**src/rtl/alu_mb_sequencer.sv**
```systemverilog
// alu_mb_sequencer
// ----------------
// Multi-byte ADD/SUB sequencer acting as the initiator for an external 8-bit
// combinational ALU. A WIDTH-bit command is accepted over a valid/ready
// handshake and worked through one byte per cycle, LSB first. The ALU has no
// carry-in, so a carry/borrow from the previous byte is folded in with an extra
// INC/DEC pass (the FIX state) on the raw byte result.
//
// Ports:
//   clk, reset_n            clock, asynchronous active-low reset
//   cmd_valid/cmd_ready     command handshake; cmd_op 1=ADD, 2=SUB, else illegal
//   cmd_a, cmd_b            operands (latched at accept)
//   rsp_valid/rsp_ready     response handshake
//   rsp_data                WIDTH-bit result (modulo 2^WIDTH)
//   rsp_carry               carry-out (ADD) or borrow-out (SUB) of the top byte
//   rsp_zero                rsp_data == 0
//   rsp_err                 command carried an illegal opcode
//   alu_in_a/b, alu_opcode  registered drive into the ALU
//   alu_out, alu_carry      ALU results, sampled on the same rising edge
//   alu_zero                not needed; kept so the ALU interface is complete
module alu_mb_sequencer #(
  parameter int NBYTES = 4,
  localparam int WIDTH = 8 * NBYTES
) (
  input  logic             clk,
  input  logic             reset_n,
  input  logic             cmd_valid,
  output logic             cmd_ready,
  input  logic [3:0]       cmd_op,
  input  logic [WIDTH-1:0] cmd_a,
  input  logic [WIDTH-1:0] cmd_b,
  output logic             rsp_valid,
  input  logic             rsp_ready,
  output logic [WIDTH-1:0] rsp_data,
  output logic             rsp_carry,
  output logic             rsp_zero,
  output logic             rsp_err,
  output logic [7:0]       alu_in_a,
  output logic [7:0]       alu_in_b,
  output logic [3:0]       alu_opcode,
  input  logic [7:0]       alu_out,
  input  logic             alu_zero,
  input  logic             alu_carry
);

  localparam int IW = (NBYTES > 1) ? $clog2(NBYTES) : 1;

  localparam logic [3:0] OP_NOP = 4'h0;
  localparam logic [3:0] OP_ADD = 4'h1;
  localparam logic [3:0] OP_SUB = 4'h2;
  localparam logic [3:0] OP_INC = 4'h3;
  localparam logic [3:0] OP_DEC = 4'h4;

  typedef enum logic [1:0] {
    S_IDLE = 2'd0,
    S_OP   = 2'd1,
    S_FIX  = 2'd2,
    S_DONE = 2'd3
  } state_t;

  state_t           state_q, state_d;
  logic [WIDTH-1:0] a_q, a_d;
  logic [WIDTH-1:0] b_q, b_d;
  logic [3:0]       op_q, op_d;
  logic [IW-1:0]    idx_q, idx_d;
  logic             carry_prev_q, carry_prev_d;
  logic             c1_q, c1_d;
  logic [WIDTH-1:0] result_q, result_d;

  logic             cmd_ready_q, cmd_ready_d;
  logic             rsp_valid_q, rsp_valid_d;
  logic [WIDTH-1:0] rsp_data_q, rsp_data_d;
  logic             rsp_carry_q, rsp_carry_d;
  logic             rsp_zero_q, rsp_zero_d;
  logic             rsp_err_q, rsp_err_d;
  logic [7:0]       alu_in_a_q, alu_in_a_d;
  logic [7:0]       alu_in_b_q, alu_in_b_d;
  logic [3:0]       alu_opcode_q, alu_opcode_d;

  // Per-cycle byte completion, shared by the OP (no carry) and FIX paths.
  logic             byte_done;
  logic [7:0]       byte_val;
  logic             carry_next;
  logic [IW-1:0]    idx_nx;
  logic             last_byte;

  // alu_zero carries no information the sequencer needs.
  logic             unused_alu_zero;
  assign unused_alu_zero = alu_zero;

  assign idx_nx    = idx_q + IW'(1);
  assign last_byte = (idx_q == IW'(NBYTES - 1));

  always_comb begin
    state_d      = state_q;
    a_d          = a_q;
    b_d          = b_q;
    op_d         = op_q;
    idx_d        = idx_q;
    carry_prev_d = carry_prev_q;
    c1_d         = c1_q;
    result_d     = result_q;
    cmd_ready_d  = cmd_ready_q;
    rsp_valid_d  = rsp_valid_q;
    rsp_data_d   = rsp_data_q;
    rsp_carry_d  = rsp_carry_q;
    rsp_zero_d   = rsp_zero_q;
    rsp_err_d    = rsp_err_q;
    alu_in_a_d   = alu_in_a_q;
    alu_in_b_d   = alu_in_b_q;
    alu_opcode_d = alu_opcode_q;
    byte_done    = 1'b0;
    byte_val     = 8'h00;
    carry_next   = 1'b0;

    case (state_q)
      S_IDLE: begin
        if (cmd_valid && cmd_ready_q) begin
          a_d          = cmd_a;
          b_d          = cmd_b;
          op_d         = cmd_op;
          idx_d        = '0;
          carry_prev_d = 1'b0;
          c1_d         = 1'b0;
          result_d     = '0;
          cmd_ready_d  = 1'b0;
          if (cmd_op == OP_ADD || cmd_op == OP_SUB) begin
            state_d      = S_OP;
            alu_in_a_d   = cmd_a[7:0];
            alu_in_b_d   = cmd_b[7:0];
            alu_opcode_d = cmd_op;
          end else begin
            // Response fields are loaded now; rsp_valid is raised by DONE on
            // the following edge, so an error reports one cycle after accept.
            state_d    = S_DONE;
            rsp_err_d  = 1'b1;
            rsp_data_d = '0;
            rsp_carry_d = 1'b0;
            rsp_zero_d = 1'b1;
          end
        end
      end

      S_OP: begin
        if (!carry_prev_q) begin
          byte_done  = 1'b1;
          byte_val   = alu_out;
          carry_next = alu_carry;
        end else begin
          // Raw byte result goes back through the ALU to absorb the carry.
          c1_d         = alu_carry;
          state_d      = S_FIX;
          alu_in_a_d   = alu_out;
          alu_in_b_d   = 8'h00;
          alu_opcode_d = (op_q == OP_ADD) ? OP_INC : OP_DEC;
        end
      end

      S_FIX: begin
        // At most one of c1/alu_carry can be set; either one propagates.
        byte_done  = 1'b1;
        byte_val   = alu_out;
        carry_next = c1_q | alu_carry;
      end

      S_DONE: begin
        if (rsp_valid_q && rsp_ready) begin
          state_d     = S_IDLE;
          rsp_valid_d = 1'b0;
          cmd_ready_d = 1'b1;
        end else begin
          rsp_valid_d = 1'b1;
        end
      end

      default: begin
        state_d = S_IDLE;
      end
    endcase

    if (byte_done) begin
      result_d[idx_q*8 +: 8] = byte_val;
      carry_prev_d           = carry_next;
      if (last_byte) begin
        state_d      = S_DONE;
        rsp_valid_d  = 1'b1;
        rsp_data_d   = result_d;
        rsp_carry_d  = carry_next;
        rsp_zero_d   = (result_d == '0);
        rsp_err_d    = 1'b0;
        alu_in_a_d   = 8'h00;
        alu_in_b_d   = 8'h00;
        alu_opcode_d = OP_NOP;
      end else begin
        state_d      = S_OP;
        idx_d        = idx_nx;
        alu_in_a_d   = a_q[idx_nx*8 +: 8];
        alu_in_b_d   = b_q[idx_nx*8 +: 8];
        alu_opcode_d = op_q;
      end
    end
  end

  always_ff @(posedge clk or negedge reset_n) begin
    if (!reset_n) begin
      state_q      <= S_IDLE;
      a_q          <= '0;
      b_q          <= '0;
      op_q         <= 4'h0;
      idx_q        <= '0;
      carry_prev_q <= 1'b0;
      c1_q         <= 1'b0;
      result_q     <= '0;
      cmd_ready_q  <= 1'b1;
      rsp_valid_q  <= 1'b0;
      rsp_data_q   <= '0;
      rsp_carry_q  <= 1'b0;
      rsp_zero_q   <= 1'b0;
      rsp_err_q    <= 1'b0;
      alu_in_a_q   <= 8'h00;
      alu_in_b_q   <= 8'h00;
      alu_opcode_q <= OP_NOP;
    end else begin
      state_q      <= state_d;
      a_q          <= a_d;
      b_q          <= b_d;
      op_q         <= op_d;
      idx_q        <= idx_d;
      carry_prev_q <= carry_prev_d;
      c1_q         <= c1_d;
      result_q     <= result_d;
      cmd_ready_q  <= cmd_ready_d;
      rsp_valid_q  <= rsp_valid_d;
      rsp_data_q   <= rsp_data_d;
      rsp_carry_q  <= rsp_carry_d;
      rsp_zero_q   <= rsp_zero_d;
      rsp_err_q    <= rsp_err_d;
      alu_in_a_q   <= alu_in_a_d;
      alu_in_b_q   <= alu_in_b_d;
      alu_opcode_q <= alu_opcode_d;
    end
  end

  assign cmd_ready  = cmd_ready_q;
  assign rsp_valid  = rsp_valid_q;
  assign rsp_data   = rsp_data_q;
  assign rsp_carry  = rsp_carry_q;
  assign rsp_zero   = rsp_zero_q;
  assign rsp_err    = rsp_err_q;
  assign alu_in_a   = alu_in_a_q;
  assign alu_in_b   = alu_in_b_q;
  assign alu_opcode = alu_opcode_q;

endmodule

```
**config.mk**
```make
export PLATFORM = sky130hd
export DESIGN_NAME = alu_mb_sequencer
export DESIGN_NICKNAME = d
export VERILOG_FILES = /design/src/rtl/alu_mb_sequencer.sv
export SDC_FILE = /design/constraint.sdc
export NUM_CORES = 1
export LEC_CHECK = 0
export BUFFER_PORTS_ARGS = -buffer_cell sky130_fd_sc_hd__buf_2
export CAP_MARGIN = 0
export CORE_MARGIN = 2
export CORE_UTILIZATION = 60
export DETAILED_ROUTE_END_ITERATION = 8
export GPL_TIMING_DRIVEN = 1
export MAX_ROUTING_LAYER = met4
export PLACE_DENSITY = 0.85
export SKIP_CTS_REPAIR_TIMING = 1
export SYNTH_ARGS = -nofsm -noshare
export SYNTH_HDL_FRONTEND = slang
export SYNTH_SLANG_ARGS = --single-unit
```
**constraint.sdc**
```tcl
create_clock -name clk -period 7 [get_ports clk]
set_input_delay 1.4 -clock clk [delete_from_list [all_inputs] [get_ports clk]]
set_output_delay 1.4 -clock clk [all_outputs]
set_load 0.01 [all_outputs]
```
==> results of run 1 <==
[where the power goes]
| part | switching [mW] | internal [mW] | total, mW |
|---|---|---|---|
| clock network | 0.363 | 0.540 | 0.903 |
| registers | 0.00188 | 0.945 | 0.947 |
| logic | 0.0430 | 0.0258 | 0.0689 |
[through the flow]
stage / instances / hold slack [ns] / cell area, sq um
6_report: 1020 / 0.469 / 8800
5_1_grt: 1020 / 0.497 / 8800
4_1_cts: 1020 / 0.475 / 8800
3_5_place_dp: 988 / 0.461 / 8220
3_3_place_gp: 988 / 0.453 / 8220
2_1_floorplan: 727 / 0.440 / 7460
[path summary, 6_finish.rpt]
path / to / depth (start not counted)
min in group asynchronous: rsp_data[25]$_DFF_PN0_ / 1
setup reg to reg: rsp_zero$_DFF_PN0_ / 7
hold / removal: b_q[26]$_DFFE_PN0P_ / 2
setup / recovery: rsp_zero$_DFF_PN0_ / 7
hold reg to reg: b_q[26]$_DFFE_PN0P_ / 2
max in group asynchronous: a_q[21]$_DFFE_PN0P_ / 2
[synthesized netlist by cell type (3+ instances only)]
cell type | number | share of area [%]
buf_1 | 4 | 0.20
nor2_1 | 16 | 0.81
buf_2 | 12 | 0.81
a21oi_1 | 17 | 1.1
a22o_1 | 14 | 1.6
ha_1 | 9 | 1.5
nor4_1 | 6 | 0.50
o21ai_0 | 41 | 2.8
mux4_2 | 16 | 4.8
mux2_2 | 20 | 3.0
dfrtp_1 | 162 | 54
o2bb2ai_1 | 40 | 4.7
nand2_1 | 219 | 11
nand3b_1 | 4 | 0.40
nor3_1 | 3 | 0.20
clkbuf_1 | 34 | 1.7
a22oi_1 | 32 | 3.2
inv_1 | 7 | 0.35
nand3_1 | 28 | 1.9
mux2i_1 | 9 | 1.2
[kinds of logic (layout without fill, tap and decap cells)]
logic type	Yosys count	after routing	synth area share, %
AOI/OAI and AO/OA	159	159	15.2
adders and majority gates	9	9	1.51
and+or+nand+nor	293	293	16.4
xor gates and xnor gates	1	1	0.117
muxes	45	45	9.06
buffers and inverters	57	182	3.07
DFF	163	163	54.7
[worst max-delay path, stage by stage (launching register included)]
cell,delay [ns]
dfrtp_1,0.42
inv_1,0.10
ha_1,0.66
nor2b_1,0.44
o21a_1,0.81
nand2_1,0.92
o21ai_0,0.36
o41ai_2,0.13
[state kept, by name, indices dropped and copies added (netlist names)]
signal,cells
idx_q,2
carry_prev_q,1
alu_in_a,8
c1_q,1
alu_opcode,4
a_q,32
rsp_zero,1
rsp_carry,1
rsp_err,1
alu_in_b,8
b_q,32
rsp_data,32
op_q,4
state_q,2
result_q,32
cmd_ready,1
rsp_valid,1
[layer usage]
layer / up-vias / part of all wire, % / global-route usage (%)
li1: 2785 / - / -
met1: 3026 / 41 / 40.4
met2: 258 / 50 / 45.9
met3: 38 / 7.7 / 7.17
met4: 0 / 1.6 / 11.1
met5: - / 0 / -
[layout make-up]
cell class / count / area, sq um / share of cell area [%]
Sequential cell: 163 / 4080 / 46.4
Multi-Input combinational cell: 507 / 3170 / 36.0
Timing Repair Buffer: 143 / 737 / 8.38
Clock buffer: 22 / 464 / 5.28
Tap cell: 168 / 210 / 2.39
Clock inverter: 10 / 108 / 1.22
Inverter: 7 / 26.3 / 0.299
==> flow_summary_export.csv, run 1 <==
group,metric,value,unit
die,coreArea,12100,sq um
die,start_util,61.8,%
die,die_x,116,microns
die,pin_count,139,
grt,grt_max_degree,100,
sta,finalHoldViolCount,0,
run_status,run_status,"finished clean",
finish,fill_cells,815,
finish,drive_gt1_share,25.7,%
placed_design,dp_slack,3.09,ns
sta,finalCritPeriodShare,56.8,%
finish,final_util,72.9,%
logic_synthesis,yosysWarningCount,0,
logic_synthesis,synth-async-reset-ratio,100,%
clock_network,cts.sinks,163,
worst_hold_path,hp-class,"register to register",
worst_hold_path,holdCritStartpoint,"b_q[26]$_DFFE_PN0P_",
logic_synthesis,yosys.cell_types.count,45,
sta,rsz0062_at_grt,"no",
logic_synthesis,synth_area,7460,sq um
grt,first_global_vias,6032,
sta,tns,0,ns
drt,drc_errors,0,
power_and_ir_drop,power_density,218,nW/um^2
logic_synthesis,avgSynthCellArea,10.3,sq um
power_and_ir_drop,ir_drop,0.000181,V
drt,first_pass_iters,5,
sta,fin_ws,3.02,ns
sta,relSlewSlack,24.6,%
sta,tightest_slew,1.13,ns
setup_path,startpoint_type,"register",
finish,final_cell_mix,"219 x nand2_1, 162 x dfrtp_1, 136 x buf_2",
clock_network,cts-root-buf,"clkbuf_16",
placed_design,io_buffers,137,
drt,wl_per_cell,18.2,microns
power_and_ir_drop,leakagePower,4.38,nW
sta,fmax,0.251,GHz
sta,setup_viol,0,
setup_path,critPathRequiredTime,7.29,ns
finish,n_antenna_cell,0,
clock_network,path_clk_slew,0.06,ns
clock_network,clk_path_buf_depth,2,
clock_network,insertion_delay,0.43,ns
clock_network,h-tree-depth,4,
clock_network,numCtsBuffers,17,
logic_synthesis,synth_nets,818,
finish,final_nets,930,
sta,fin_skew,0.00713,ns
drt,ant_nets,0,
placed_design,dp_hpwl,11900,microns
setup_path,startpoint,"state_q[1]$_DFFE_PN0P_",
setup_path,ff2ff_setup_slack,3.02,ns
setup_path,crit_path_end_kind,"register",
setup_path,setup.worst_path.class,"register to register",
finish,area_growth,17.9,%
clock_network,cts_tree,"built",
logic_synthesis,ys_ff_latch,163,
grt,grt_usage,30.3,%
setup_path,timing.rr.start,"state_q[1]$_DFFE_PN0P_",
die,num_rows,40,
finish,layout_commonest_cell,"nand2_1",
grt,grt_pass1_wl,30200,microns
drt,routed_wl,18600,microns
logic_synthesis,synth_edf_count,0,
die,die_y,116,microns
logic_synthesis,syn_inst,727,
grt,antenna_found_initial,0,
drt,via_per_inst,5.99,
setup_path,worstPathMaxFanout,34,
drt,drt_iter0_markers,614,
power_and_ir_drop,power.total,1.92,mW
drt,vias,6107,
grt,overflow,0,
logic_synthesis,ys_seq_area_share,54.7,%
logic_synthesis,synth_ff_type,"dfrtp_1",
sta,drv_slew,0,
run,maxCapViolCount,0,
die,dieArea,13300,sq um
setup_path,worstPathArrival,4.27,ns
placed_design,place.gp.congestion,0.829,
sta,period_needed,3.98,ns
(Power assumes the default switching activity.)
==> run 2, diff against run 1 <==
--- a/config.mk
+++ b/config.mk
@@ -8,11 +8,11 @@
 export BUFFER_PORTS_ARGS = -buffer_cell sky130_fd_sc_hd__buf_2
 export CAP_MARGIN = 0
 export CORE_MARGIN = 2
-export CORE_UTILIZATION = 60
+export CORE_UTILIZATION = 50
 export DETAILED_ROUTE_END_ITERATION = 8
 export GPL_TIMING_DRIVEN = 1
 export MAX_ROUTING_LAYER = met4
-export PLACE_DENSITY = 0.85
+export PLACE_DENSITY = 0.76
 export SKIP_CTS_REPAIR_TIMING = 1
 export SYNTH_ARGS = -nofsm -noshare
 export SYNTH_HDL_FRONTEND = slang
==> constraint.sdc (replaced) <==
create_clock -name clk -period 3.3 [get_ports clk]
set_input_delay 0.66 -clock clk [delete_from_list [all_inputs] [get_ports clk]]
set_output_delay 0.66 -clock clk [all_outputs]
set_load 0.01 [all_outputs]
==> run 2 against run 1 <==
Routed wire length decreased by 1.1%; clock skew decreased by 0.00067 ns; clock power increased by 120%; critical endpoint is now result_q[3]$_DFF_PN0_; largest power group unchanged.
==> flow_summary_export.csv, run 2 (same netlist as run 1, synthesis figures left out) <==
group,metric,value,unit
power_and_ir_drop,power.total,4.15,mW
power_and_ir_drop,switching_share,21.1,%
sta,finalCritPeriodShare,75.5,%
sta,holdWs,0.122,ns
finish,fill_cells,1243,
setup_path,worstPathArrival,2.83,ns
setup_path,timing.rr.start,"state_q[1]$_DFFE_PN0P_",
sta,finalHoldViolCount,0,
setup_path,crit_path_end_kind,"register",
power_and_ir_drop,leakagePower,4.43,nW
drt,drt_iter0_markers,519,
power_and_ir_drop,power_switching,0.877,mW
drt,drc_errors,0,
clock_network,h-tree-depth,4,
setup_path,timing.rr.end,"result_q[3]$_DFF_PN0_",
die,start_util,51.3,%
finish,final_util,61.3,%
drt,ant_nets,0,
finish,stdcell_area,8910,sq um
die,coreArea,14500,sq um
clock_network,cts.sinks,163,
die,die_y,126,microns
die,die_x,126,microns
clock_network,cts-root-buf,"clkbuf_16",
power_and_ir_drop,p_int,3.27,mW
sta,fmax,0.401,GHz
grt,grt_usage,24.3,%
drt,wl_per_cell,17.6,microns
setup_path,slowest_delay,0.48,ns
clock_network,path_clk_slew,0.06,ns
finish,layout_commonest_cell,"nand2_1",
placed_design,dp_hpwl,12200,microns
clock_network,clk_path_buf_depth,2,
drt,routed_wl,18400,microns
clock_network,cts_tree,"built",
setup_path,ff2ff_setup_slack,0.81,ns
grt,antenna_found_initial,0,
die,num_rows,44,
clock_network,insertion_delay,0.43,ns
run,maxCapViolCount,0,
sta,relSlewSlack,33.8,%
drt,via_per_inst,5.76,
sta,tns,0,ns
sta,rsz0062_at_grt,"no",
power_and_ir_drop,power_density,466,nW/um^2
setup_path,setup.worst_path.class,"register to register",
finish,drive_gt1_share,26.1,%
worst_hold_path,hp-class,"input pin to asynchronous set/reset pin",
grt,grt_pass1_wl,29800,microns
grt,first_global_vias,5809,
power_and_ir_drop,comb_power_share,3.6,%
placed_design,io_buffers,137,
power_and_ir_drop,clock_power_share,48.0,%
setup_path,cp_slowest_cell,"nor2_1",
setup_path,worstPathMaxFanout,51,
finish,n_antenna_cell,0,
drt,first_pass_iters,5,
finish,final_cell_mix,"219 x nand2_1, 162 x dfrtp_1, 136 x buf_2",
power_and_ir_drop,p_seq_share,48.4,%
run_status,run_status,"finished clean",
sta,drv_slew,0,
setup_path,startpoint,"state_q[1]$_DFFE_PN0P_",
die,dieArea,15900,sq um
finish,final_nets,939,
grt,overflow,0,
sta,setup_viol,0,
sta,fin_skew,0.00646,ns
setup_path,path_cells,"inv_1 -> ha_1 -> nor2b_1 -> o21ai_2 -> buf_4 -> nor2_1 -> a22oi_1 -> o21ai_0",
die,pin_count,139,
grt,grt_max_degree,68,
clock_network,numCtsBuffers,17,
finish,area_growth,19.5,%
setup_path,critPathRequiredTime,3.63,ns
setup_path,startpoint_type,"register",
sta,tightest_slew,0.993,ns
sta,period_needed,2.49,ns
setup_path,crit_end,"result_q[3]$_DFF_PN0_",
setup_path,ff2ff_path_depth,8,
placed_design,place.gp.congestion,0.855,
drt,vias,6021,
placed_design,postPlaceCellArea,8320,sq um
power_and_ir_drop,ir_drop,0.000396,V
## run 2: cell types whose count changed in the layout (fill, tap and decap cells not counted), sizes merged
cell / before / now
clkbuf: 22 / 24
buf: 143 / 152
bufinv: 2 / 3
clkinvlp: 3 / 2
clkinv: 5 / 3
## run 2: per-stage QoR
stage | instances | setup slack [ns]
after floorplan | 727 | 0.700
after global placement | 1013 | 0.899
after detailed placement | 1013 | 0.843
after CTS | 1045 | 0.851
after global routing | 1045 | 0.596
final | 1045 | 0.807
## run 2: worst max-delay path: cells and delay by family (launching register included)
family	cells	cell delay [ns]
flip-flops	1	0.41
buffers and inverters	2	0.39
AO/OA/AOI/OAI	3	0.59
AND/OR/NAND/NOR	2	0.84
adder cells (fa/ha/maj)	1	0.15
## run 2: per-layer routing
layer | track usage, % | share of wire (%) | up-vias
li1 | - | - | 2814
met1 | 33.0 | 45 | 2944
met2 | 37.2 | 47 | 226
met3 | 5.69 | 6.4 | 37
met4 | 7.05 | 1.9 | 0
met5 | - | 0 | -
## run 2: layout make-up
class / count / area (sq um) / area share, %
Tap cell: 184 / 230 / 2.58
Sequential cell: 163 / 4080 / 45.8
Timing Repair Buffer: 152 / 817 / 9.17
Multi-Input combinational cell: 507 / 3170 / 35.6
Clock buffer: 24 / 462 / 5.18
Clock inverter: 8 / 128 / 1.43
Inverter: 7 / 26.3 / 0.295
## run 2: worst min-delay path by stage
stage                        startpoint                      to  slack [ns]  cells past startpoint
floorplan                       reset_n      a_q[0]$_DFFE_PN0P_        0.36                      0
global placement    b_q[31]$_DFFE_PN0P_     b_q[31]$_DFFE_PN0P_        0.45                      2
detailed placement  b_q[31]$_DFFE_PN0P_     b_q[31]$_DFFE_PN0P_        0.46                      2
CTS                             reset_n  rsp_data[12]$_DFF_PN0_        0.12                      1
global route                    reset_n  result_q[12]$_DFF_PN0_        0.12                      1
finish                          reset_n  result_q[12]$_DFF_PN0_        0.12                      1
## run 2: power groups by stage
stage,sequential (mW),combinational [mW],clock [mW]
after floorplan,2.05,0.0260,0
after global placement,2.04,0.151,0
after detailed placement,2.04,0.153,0
after CTS,2.01,0.153,2.02
after global routing,2.01,0.167,2.11
final,2.01,0.151,1.99
==> run 3, diff against run 2 <==
--- a/config.mk
+++ b/config.mk
@@ -8,11 +8,11 @@
 export BUFFER_PORTS_ARGS = -buffer_cell sky130_fd_sc_hd__buf_2
 export CAP_MARGIN = 0
 export CORE_MARGIN = 2
-export CORE_UTILIZATION = 50
+export CORE_UTILIZATION = 56
 export DETAILED_ROUTE_END_ITERATION = 8
 export GPL_TIMING_DRIVEN = 1
 export MAX_ROUTING_LAYER = met4
-export PLACE_DENSITY = 0.76
+export PLACE_DENSITY = 0.8
 export SKIP_CTS_REPAIR_TIMING = 1
 export SYNTH_ARGS = -nofsm -noshare
 export SYNTH_HDL_FRONTEND = slang
==> constraint.sdc (replaced) <==
create_clock -name clk -period 2.4 [get_ports clk]
set_input_delay 0.48 -clock clk [delete_from_list [all_inputs] [get_ports clk]]
set_output_delay 0.48 -clock clk [all_outputs]
set_load 0.01 [all_outputs]
==> run 3 against run 2 <==
Die area down 10%; clock power rose by 43%; total power rose by 40%; combinational power grew 42%; flip-flop and latch count did not move; sequential power grew 37%; register-to-register slack lost 0.62 ns; critical path depth did not move; largest cell class unchanged; highest routed layer unchanged.
==> flow_summary_export.csv, run 3 (same netlist as run 1, synthesis figures left out) <==
group,metric,value,unit
placed_design,dp_slack,0.0210,ns
setup_path,crit_path_end_kind,"register",
sta,tns,0,ns
setup_path,critPathRequiredTime,2.75,ns
grt,grt_pass1_wl,31300,microns
grt,grt_max_degree,71,
placed_design,io_buffers,137,
sta,setup_viol,0,
placed_design,place.gp.congestion,0.864,
clock_network,insertion_delay,0.44,ns
sta,fin_ws,0.191,ns
finish,final_util,69.1,%
drt,vias,6256,
sta,relSlewSlack,53.8,%
drt,wl_per_cell,18.8,microns
clock_network,clk_path_buf_depth,2,
finish,n_antenna_cell,0,
worst_hold_path,hp-class,"input pin to register",
sta,holdWs,0.228,ns
finish,stdcell_count,1045,
power_and_ir_drop,leakagePower,4.51,nW
clock_network,path_clk_slew,0.07,ns
setup_path,setup.worst_path.class,"register to register",
clock_network,numCtsBuffers,17,
placed_design,dp_cells,1012,
worst_hold_path,holdCritStartpoint,"cmd_b[16]",
setup_path,worstPathMaxFanout,51,
sta,finalHoldViolCount,0,
die,pin_count,139,
setup_path,startpoint_type,"register",
placed_design,dp_hpwl,13000,microns
grt,first_global_vias,6291,
grt,antenna_found_initial,0,
drt,wl_met1,8030,microns
finish,final_cell_mix,"218 x nand2_1, 162 x dfrtp_1, 136 x buf_2",
drt,top_layer_used,"met4",
power_and_ir_drop,power_density,642,nW/um^2
setup_path,timing.rr.start,"state_q[1]$_DFFE_PN0P_",
setup_path,worstPathArrival,2.56,ns
finish,drive_gt1_share,28.1,%
drt,first_pass_iters,6,
die,die_y,119,microns
die,start_util,56.8,%
setup_path,ff2ff_path_depth,8,
power_and_ir_drop,ir_drop,0.000481,V
sta,tightest_slew,0.693,ns
drt,drc_errors,0,
worst_hold_path,hold_end,"b_q[16]$_DFFE_PN0P_",
sta,rsz0062_at_grt,"no",
setup_path,timing.rr.end,"result_q[13]$_DFF_PN0_",
drt,ant_nets,0,
die,die_x,119,microns
grt,overflow,0,
die,coreArea,13100,sq um
finish,stdcell_area,9080,sq um
sta,period_needed,2.21,ns
run_status,run_status,"finished clean",
sta,fin_skew,0.00957,ns
run,maxCapViolCount,0,
drt,drt_iter0_markers,590,
clock_network,cts_tree,"built",
sta,finalCritPeriodShare,92.0,%
clock_network,h-tree-depth,4,
die,num_rows,42,
drt,wl_met3,1340,microns
worst_hold_path,min_path_cells,3,
sta,fmax,0.453,GHz
finish,layout_commonest_cell,"nand2_1",
finish,area_growth,21.7,%
finish,final_nets,947,
die,dieArea,14300,sq um
grt,grt_usage,29.0,%
drt,routed_wl,19600,microns
drt,via_per_inst,5.99,
clock_network,cts-root-buf,"clkbuf_16",
placed_design,postPlaceCellArea,8440,sq um
setup_path,ff2ff_setup_slack,0.19,ns
power_and_ir_drop,power.total,5.82,mW
clock_network,cts.sinks,163,
drt,wl_met2,9890,microns
sta,drv_slew,0,
[run 3: cell types whose count changed in the layout (fill, tap and decap cells not counted), moves of 2 or more]
cell	delta
clkbuf_1	-6
buf_12	+6
nor2_2	+2
nor2_1	-2
inv_6	+4
[run 3: layout make-up]
| type | instances | area (sq um) |
|---|---|---|
| multi-input cells | 507 | 3180 |
| flip-flops and latches | 163 | 4080 |
| well taps | 176 | 220 |
| fillers | 1008 | 4060 |
| inverters | 7 | 26.3 |
| repair buffers | 160 | 955 |
| clock inverters | 14 | 175 |
| clock buffers | 18 | 439 |
[run 3: where the power goes]
group	switching (mW)	internal, mW	total, mW
logic	0.130	0.0841	0.214
registers	0.00480	2.75	2.76
clock network	1.18	1.68	2.85
total	1.31	4.51	5.82
[run 3: critical path, cell delays in order, from the launching register on]
cell	delay [ns]
dfrtp_1	0.41
inv_1	0.10
ha_1	0.16
nor2b_2	0.28
o21ai_2	0.17
buf_12	0.22
nor2_2	0.37
a22oi_1	0.20
o21ai_0	0.21
[run 3: how the worst max path moves through the flow]
stage	from	end	slack, ns	depth (start not counted)
3_3_place_gp	state_q[1]$_DFFE_PN0P_	result_q[16]$_DFF_PN0_	0.22	7
2_1_floorplan	idx_q[0]$_DFF_PN0_	alu_in_a[0]$_DFFE_PN0P_	0.05	8
4_1_cts	state_q[1]$_DFFE_PN0P_	result_q[16]$_DFF_PN0_	-0.08	7
6_report	state_q[1]$_DFFE_PN0P_	result_q[13]$_DFF_PN0_	0.19	8
5_1_grt	state_q[1]$_DFFE_PN0P_	result_q[13]$_DFF_PN0_	0.005	8
3_5_place_dp	state_q[1]$_DFFE_PN0P_	result_q[20]$_DFF_PN0_	0.02	7
[run 3: per-layer routing]
| layer | up-vias | global-route usage (%) |
|---|---|---|
| li1 | 2833 | - |
| met1 | 3093 | 36.8 |
| met2 | 289 | 46.4 |
| met3 | 41 | 6.51 |
| met4 | 0 | 10.1 |
| met5 | - | - |
